===== src/rtl/word_to_half_serializer_pkg.sv =====
// Shared encodings for the store narrowing path and the load-side extender.
package word_to_half_serializer_pkg;

    typedef enum logic [1:0] {
        SZ_BYTE = 2'b00,
        SZ_HALF = 2'b01,
        SZ_WORD = 2'b10,
        SZ_ILL  = 2'b11
    } size_e;

    typedef enum logic [1:0] {
        ST_IDLE  = 2'b00,
        ST_BEAT0 = 2'b01,
        ST_BEAT1 = 2'b10
    } state_e;

endpackage


===== src/rtl/word_to_half_serializer_lane_format.sv =====
// Formats one 16-bit beat of a store request: lane data, byte enables, address offset, legality.
module store_lane_format
    import word_to_half_serializer_pkg::*;
#(
    parameter bit HI_FIRST = 1'b0
) (
    input  logic [31:0] data,
    input  logic [1:0]  addr_lo,
    input  logic [1:0]  size,
    input  logic        beat_sel,
    output logic [15:0] out_data,
    output logic [1:0]  out_be,
    output logic [1:0]  addr_ofs,
    output logic        legal
);

    logic w_hi_half;

    // Which word half this beat carries depends on beat order.
    assign w_hi_half = beat_sel ^ HI_FIRST;

    always_comb begin
        out_data = 16'h0000;
        out_be   = 2'b00;
        addr_ofs = 2'd0;
        legal    = 1'b0;
        case (size_e'(size))
            SZ_BYTE: begin
                out_data = {data[7:0], data[7:0]};
                out_be   = addr_lo[0] ? 2'b10 : 2'b01;
                legal    = 1'b1;
            end
            SZ_HALF: begin
                out_data = data[15:0];
                out_be   = 2'b11;
                legal    = ~addr_lo[0];
            end
            SZ_WORD: begin
                out_data = w_hi_half ? data[31:16] : data[15:0];
                out_be   = 2'b11;
                addr_ofs = w_hi_half ? 2'd2 : 2'd0;
                legal    = (addr_lo == 2'b00);
            end
            default: begin
                legal = 1'b0;
            end
        endcase
    end

endmodule


===== src/rtl/word_to_half_serializer.sv =====
// Narrows a 32-bit store request into one or two registered 16-bit beats with byte enables.
module word_to_half_serializer
    import word_to_half_serializer_pkg::*;
#(
    parameter int unsigned ADDR_W   = 32,
    parameter bit          HI_FIRST = 1'b0
) (
    input  logic              clk,
    input  logic              rst_n,
    input  logic              in_valid,
    output logic              in_ready,
    input  logic [31:0]       in_data,
    input  logic [ADDR_W-1:0] in_addr,
    input  logic [1:0]        in_size,
    output logic              out_valid,
    input  logic              out_ready,
    output logic [15:0]       out_data,
    output logic [ADDR_W-1:0] out_addr,
    output logic [1:0]        out_be,
    output logic              out_last,
    output logic              misalign_err
);

    state_e            r_state, w_state_d;
    logic              r_out_valid, w_out_valid_d;
    logic [15:0]       r_out_data, w_out_data_d;
    logic [ADDR_W-1:0] r_out_addr, w_out_addr_d;
    logic [1:0]        r_out_be, w_out_be_d;
    logic              r_out_last, w_out_last_d;
    logic              r_err, w_err_d;
    logic [15:0]       r_b1_data, w_b1_data_d;
    logic [ADDR_W-1:0] r_b1_addr, w_b1_addr_d;
    logic [1:0]        r_b1_be, w_b1_be_d;

    logic [15:0]       w_b0_data, w_b1_data;
    logic [1:0]        w_b0_be, w_b1_be;
    logic [1:0]        w_b0_ofs, w_b1_ofs;
    logic              w_b0_legal, w_b1_legal, w_legal;
    logic [ADDR_W-1:0] w_base;
    logic              w_final_hs, w_accept;

    store_lane_format #(
        .HI_FIRST (HI_FIRST)
    ) u_fmt_b0 (
        .data     (in_data),
        .addr_lo  (in_addr[1:0]),
        .size     (in_size),
        .beat_sel (1'b0),
        .out_data (w_b0_data),
        .out_be   (w_b0_be),
        .addr_ofs (w_b0_ofs),
        .legal    (w_b0_legal)
    );

    store_lane_format #(
        .HI_FIRST (HI_FIRST)
    ) u_fmt_b1 (
        .data     (in_data),
        .addr_lo  (in_addr[1:0]),
        .size     (in_size),
        .beat_sel (1'b1),
        .out_data (w_b1_data),
        .out_be   (w_b1_be),
        .addr_ofs (w_b1_ofs),
        .legal    (w_b1_legal)
    );

    assign w_legal    = w_b0_legal & w_b1_legal;
    assign w_base     = {in_addr[ADDR_W-1:1], 1'b0};
    assign w_final_hs = r_out_valid & out_ready & r_out_last;
    assign in_ready   = rst_n & ((r_state == ST_IDLE) | w_final_hs);
    assign w_accept   = in_valid & in_ready;

    always_comb begin
        w_state_d     = r_state;
        w_out_valid_d = r_out_valid;
        w_out_data_d  = r_out_data;
        w_out_addr_d  = r_out_addr;
        w_out_be_d    = r_out_be;
        w_out_last_d  = r_out_last;
        w_err_d       = 1'b0;
        w_b1_data_d   = r_b1_data;
        w_b1_addr_d   = r_b1_addr;
        w_b1_be_d     = r_b1_be;

        case (r_state)
            ST_BEAT0: begin
                if (out_ready) begin
                    if (r_out_last) begin
                        w_state_d     = ST_IDLE;
                        w_out_valid_d = 1'b0;
                    end else begin
                        w_state_d    = ST_BEAT1;
                        w_out_data_d = r_b1_data;
                        w_out_addr_d = r_b1_addr;
                        w_out_be_d   = r_b1_be;
                        w_out_last_d = 1'b1;
                    end
                end
            end
            ST_BEAT1: begin
                if (out_ready) begin
                    w_state_d     = ST_IDLE;
                    w_out_valid_d = 1'b0;
                end
            end
            default: ;
        endcase

        // A new accept overrides the retiring beat in the same cycle.
        if (w_accept) begin
            if (w_legal) begin
                w_state_d     = ST_BEAT0;
                w_out_valid_d = 1'b1;
                w_out_data_d  = w_b0_data;
                w_out_addr_d  = w_base + ADDR_W'(w_b0_ofs);
                w_out_be_d    = w_b0_be;
                w_out_last_d  = (size_e'(in_size) != SZ_WORD);
                w_b1_data_d   = w_b1_data;
                w_b1_addr_d   = w_base + ADDR_W'(w_b1_ofs);
                w_b1_be_d     = w_b1_be;
            end else begin
                w_state_d     = ST_IDLE;
                w_out_valid_d = 1'b0;
                w_err_d       = 1'b1;
            end
        end
    end

    always_ff @(posedge clk) begin
        if (!rst_n) begin
            r_state     <= ST_IDLE;
            r_out_valid <= 1'b0;
            r_out_data  <= '0;
            r_out_addr  <= '0;
            r_out_be    <= '0;
            r_out_last  <= 1'b0;
            r_err       <= 1'b0;
            r_b1_data   <= '0;
            r_b1_addr   <= '0;
            r_b1_be     <= '0;
        end else begin
            r_state     <= w_state_d;
            r_out_valid <= w_out_valid_d;
            r_out_data  <= w_out_data_d;
            r_out_addr  <= w_out_addr_d;
            r_out_be    <= w_out_be_d;
            r_out_last  <= w_out_last_d;
            r_err       <= w_err_d;
            r_b1_data   <= w_b1_data_d;
            r_b1_addr   <= w_b1_addr_d;
            r_b1_be     <= w_b1_be_d;
        end
    end

    assign out_valid    = r_out_valid;
    assign out_data     = r_out_data;
    assign out_addr     = r_out_addr;
    assign out_be       = r_out_be;
    assign out_last     = r_out_last;
    assign misalign_err = r_err;

endmodule

===== config.mk =====
export PLATFORM = sky130hd
export DESIGN_NAME = word_to_half_serializer
export DESIGN_NICKNAME = d
export VERILOG_FILES = /design/src/rtl/word_to_half_serializer_pkg.sv /design/src/rtl/word_to_half_serializer_lane_format.sv /design/src/rtl/word_to_half_serializer.sv
export SDC_FILE = /design/constraint.sdc
export NUM_CORES = 1
export LEC_CHECK = 0
export CORE_MARGIN = 2
export CORE_UTILIZATION = 40
export CTS_BUF_LIST = sky130_fd_sc_hd__clkbuf_16
export DETAILED_ROUTE_END_ITERATION = 10
export PLACE_DENSITY = 0.61
export SLEW_MARGIN = 20
export SYNTH_ARGS = -nofsm -noshare
export SYNTH_HDL_FRONTEND = slang
export SYNTH_HIERARCHICAL = 1
export SYNTH_SLANG_ARGS = --single-unit

===== constraint.sdc =====
create_clock -name clk -period 2.4 [get_ports clk]
set_input_delay 0.24 -clock clk [delete_from_list [all_inputs] [get_ports clk]]
set_output_delay 0.24 -clock clk [all_outputs]
set_load 0.01 [all_outputs]

==> impl_metrics.ini <==
[status]
outcome = finished, final reports clean

[synthesis]
synth_fp_nets = 838
yosysWarnings = 6
synthFlopType = dfxtp_1
syn_area_sq_um = 6452
synth.mux.area_fraction_pct = 10.45
ys_seq_area_share_pct = 32.58
synthXorXnorAreaFrac_pct = 7.873
synth_compound_area_share_pct = 20.34
synth_cell_types = 55
synth_top_area_share_pct = 32.58
ys_async_sr_fraction_pct = 0
synth_edf_count = 0
synth_top_area_cell = dfxtp_1
synthAdderAreaFrac_pct = 2.715
synth_top_family_by_area = compound AO/OA/AOI/OAI gates
postSynthRegisterBits = 105
yosys.area_share.simple_pct = 19.35
syn_inst = 754
synth_area_leaders = dfxtp_1 (33%), mux2i_1 (7.1%), xor2_1 (5.2%)
syn_avg_cell_area_sq_um = 8.558

[sta]
whs_ns = 0.4528
drv_slew = 0
fin_crit_sh_pct = 92.45
max_freq_ghz = 0.4507
grt_setup_unrepaired = false
setup_ws_ns = 0.1811
finClkSkew_ns = 0.006424
slew_headroom_pct = 62.19
setup_viol = 0
setup_tns_ns = 0
hold_viol_final = 0
post-route-min-period_ns = 2.219
tightest_slew_ns = 0.5663

[routing]
final_antenna_net_count = 0
drt_first_pass_iters = 5
wl_per_cell_microns = 16.96
wl_mm = 19.08
routed_via_density = 5.373
vias = 6045
route.detailed.drc = 0
drtIter0Drc = 363

[placed_design]
io_buffers = 123
pre_cts_slack_ns = -0.1866
gp_congestion = 0.9082
dp.cells = 1109
dp_hpwl_mm = 14.28

[worst_hold_path]
holdCritPathClass = reg -> reg
holdPathStages = 2

[clock_network]
cts_setup_buffers = 0
cts_root_buf = clkbuf_16
clockBufferDepth = 2
cts_buffers = 9
cts_max_level = 3
cts_sinks = 105
path_clk_slew_ns = 0.08
insertion_delay_ns = 0.36
cts_tree = done
post_cts_resized = 0
holdBufCountCts = 0

[setup_path]
path_cells = clkdlybuf4s50_1 -> inv_1 -> ha_1 -> and2_4 -> ha_1 -> ha_1 -> nand3_1 -> buf_4 -> nor4_4 -> nand4_1 -> xor2_1 -> a21oi_1
start_kind = primary input
crit_fanout = 5
critPathTopFamily = simple AND/OR/NAND/NOR gates
slowest_stage = clkdlybuf4s50_1
critPathRequiredTime_ns = 2.69
cp_common_cell = ha_1
cp_num_cells = 12
cp-end-kind = flip-flop
r2r_cells = 6
arrival_ns = 2.51
max_stage_delay_ns = 0.42
path_class = in -> reg
path_buf_inv = 3

[cells_and_area]
num-fill-cells = 1469
nets = 988
diodes = 0
area_growth_pct = 32.33
stdcell_count = 1125
drive_gt1_share_pct = 16.50
utilization_pct = 53.94

[floorplan]
dieArea_sq_um = 17160
core_area_sq_um = 15830
initial_core_util_pct = 40.77
die_y_microns = 131.0
fp-row-count = 46
die_x_microns = 131.0
num_io_pins = 124

[power_and_ir_drop]
p_seq_share_pct = 46.0
p_clk_share_pct = 36.7
power.switching_mw = 1.080
vdd_drop_max_uv = 348.0
p_int_mw = 2.820
sw_frac_of_total_pct = 27.70
combinationalPowerShare_pct = 17.3
p_leak_nw = 3.116
powerDensity_nw_per_um2 = 456.8

[flow_run]
drv_cap = 0

[global_route]
grt_pass1_wl_mm = 29.80
grt_max_degree = 48
grt_pass1_vias = 5672
antenna_found_initial = 0
grtUsageTotal_pct = 22.22
grt_overflow = 0
[final timing paths]
path | slack (ns) | start | end
max | 0.18 | in_size[0] | r_b1_addr[27]$_SDFFE_PN0P_
min | 0.45 | r_b1_be[0]$_SDFFE_PN0P_ | r_b1_be[0]$_SDFFE_PN0P_
max reg2reg | 0.47 | out_last$_SDFF_PN0_ | out_addr[22]$_SDFF_PN0_
min reg2reg | 0.45 | r_b1_be[0]$_SDFFE_PN0P_ | r_b1_be[0]$_SDFFE_PN0P_
[layout make-up]
type                    count  area [sq um]  share of cell area [%]
clock buffers               9         225.2                   2.638
clock inverters             7         45.04                  0.5275
inverters                  20         75.07                  0.8792
multi-input cells         569          3944                   46.19
flip-flops and latches    105          2102                   24.62
well taps                 216         270.3                   3.165
repair buffers            199          1877                   21.98
[cells in the mapped netlist (all sizes together) (20+ instances only)]
cell    count
nand4      21
buf        40
a211oi     43
dfxtp     105
xor2       38
clkbuf     20
nand2      66
o21ai      38
a21oi      68
nand3      20
nor2       68
inv        20
mux2i      46
xnor2      20
[state kept, by name (all words and copies together), names as in the netlist]
register,count
out_addr,32
r_b1_addr,32
out_data,16
r_b1_data,16
out_be,2
r_b1_be,2
r_state,2
misalign_err,1
out_last,1
out_valid,1
[layout by cell type (no fill, tap or decap), types with 19 or more instances in the layout]
cell	n
clkdlybuf4s50_1	123
xor2_1	38
dfxtp_1	105
a211oi_1	33
o21ai_0	38
nor2_1	66
nand2_1	66
a21oi_1	66
xnor2_1	20
buf_4	70
mux2i_1	46
mux2_2	19
[tightest hold or removal path, cell delays in order (launching register included)]
cell,delay (ns)
dfxtp_1,0.31
nand2_1,0.05
a21oi_1,0.05
[logic make-up (layout without fill, tap and decap cells)]
family                     Yosys count  in the layout
adders and majority gates           14             14
xor gates and xnor gates            58             58
AOI/OAI and AO/OA                  194            194
and+or+nand+nor                    234            234
muxes                               65             65
DFF                                105            105
other                                4              4
buffers and inverters               80            235
[metrics by stage]
step                instance area, sq um  total power, mW
CTS                                 8538            3.925
global route                        8538            4.063
finish                              8538            3.900
floorplan                           6452            2.172
global placement                    8268            2.495
detailed placement                  8268            2.502
[per-layer routing]
metal  global-route usage [%]  share of wire [%]
met1                    29.73                 46
met2                    36.79                 47
met3                    3.013                4.9
met4                    7.760                1.6
met5                        0                  0
[power groups by stage]
stage / Sequential [mW] / Clock (mW) / Combinational (mW)
CTS: 1.79 / 1.46 / 0.670
detailed placement: 1.84 / 0 / 0.666
floorplan: 1.84 / 0 / 0.332
finish: 1.79 / 1.43 / 0.676
global placement: 1.83 / 0 / 0.661
global route: 1.80 / 1.53 / 0.732
Power figures use the tool's default switching activity.
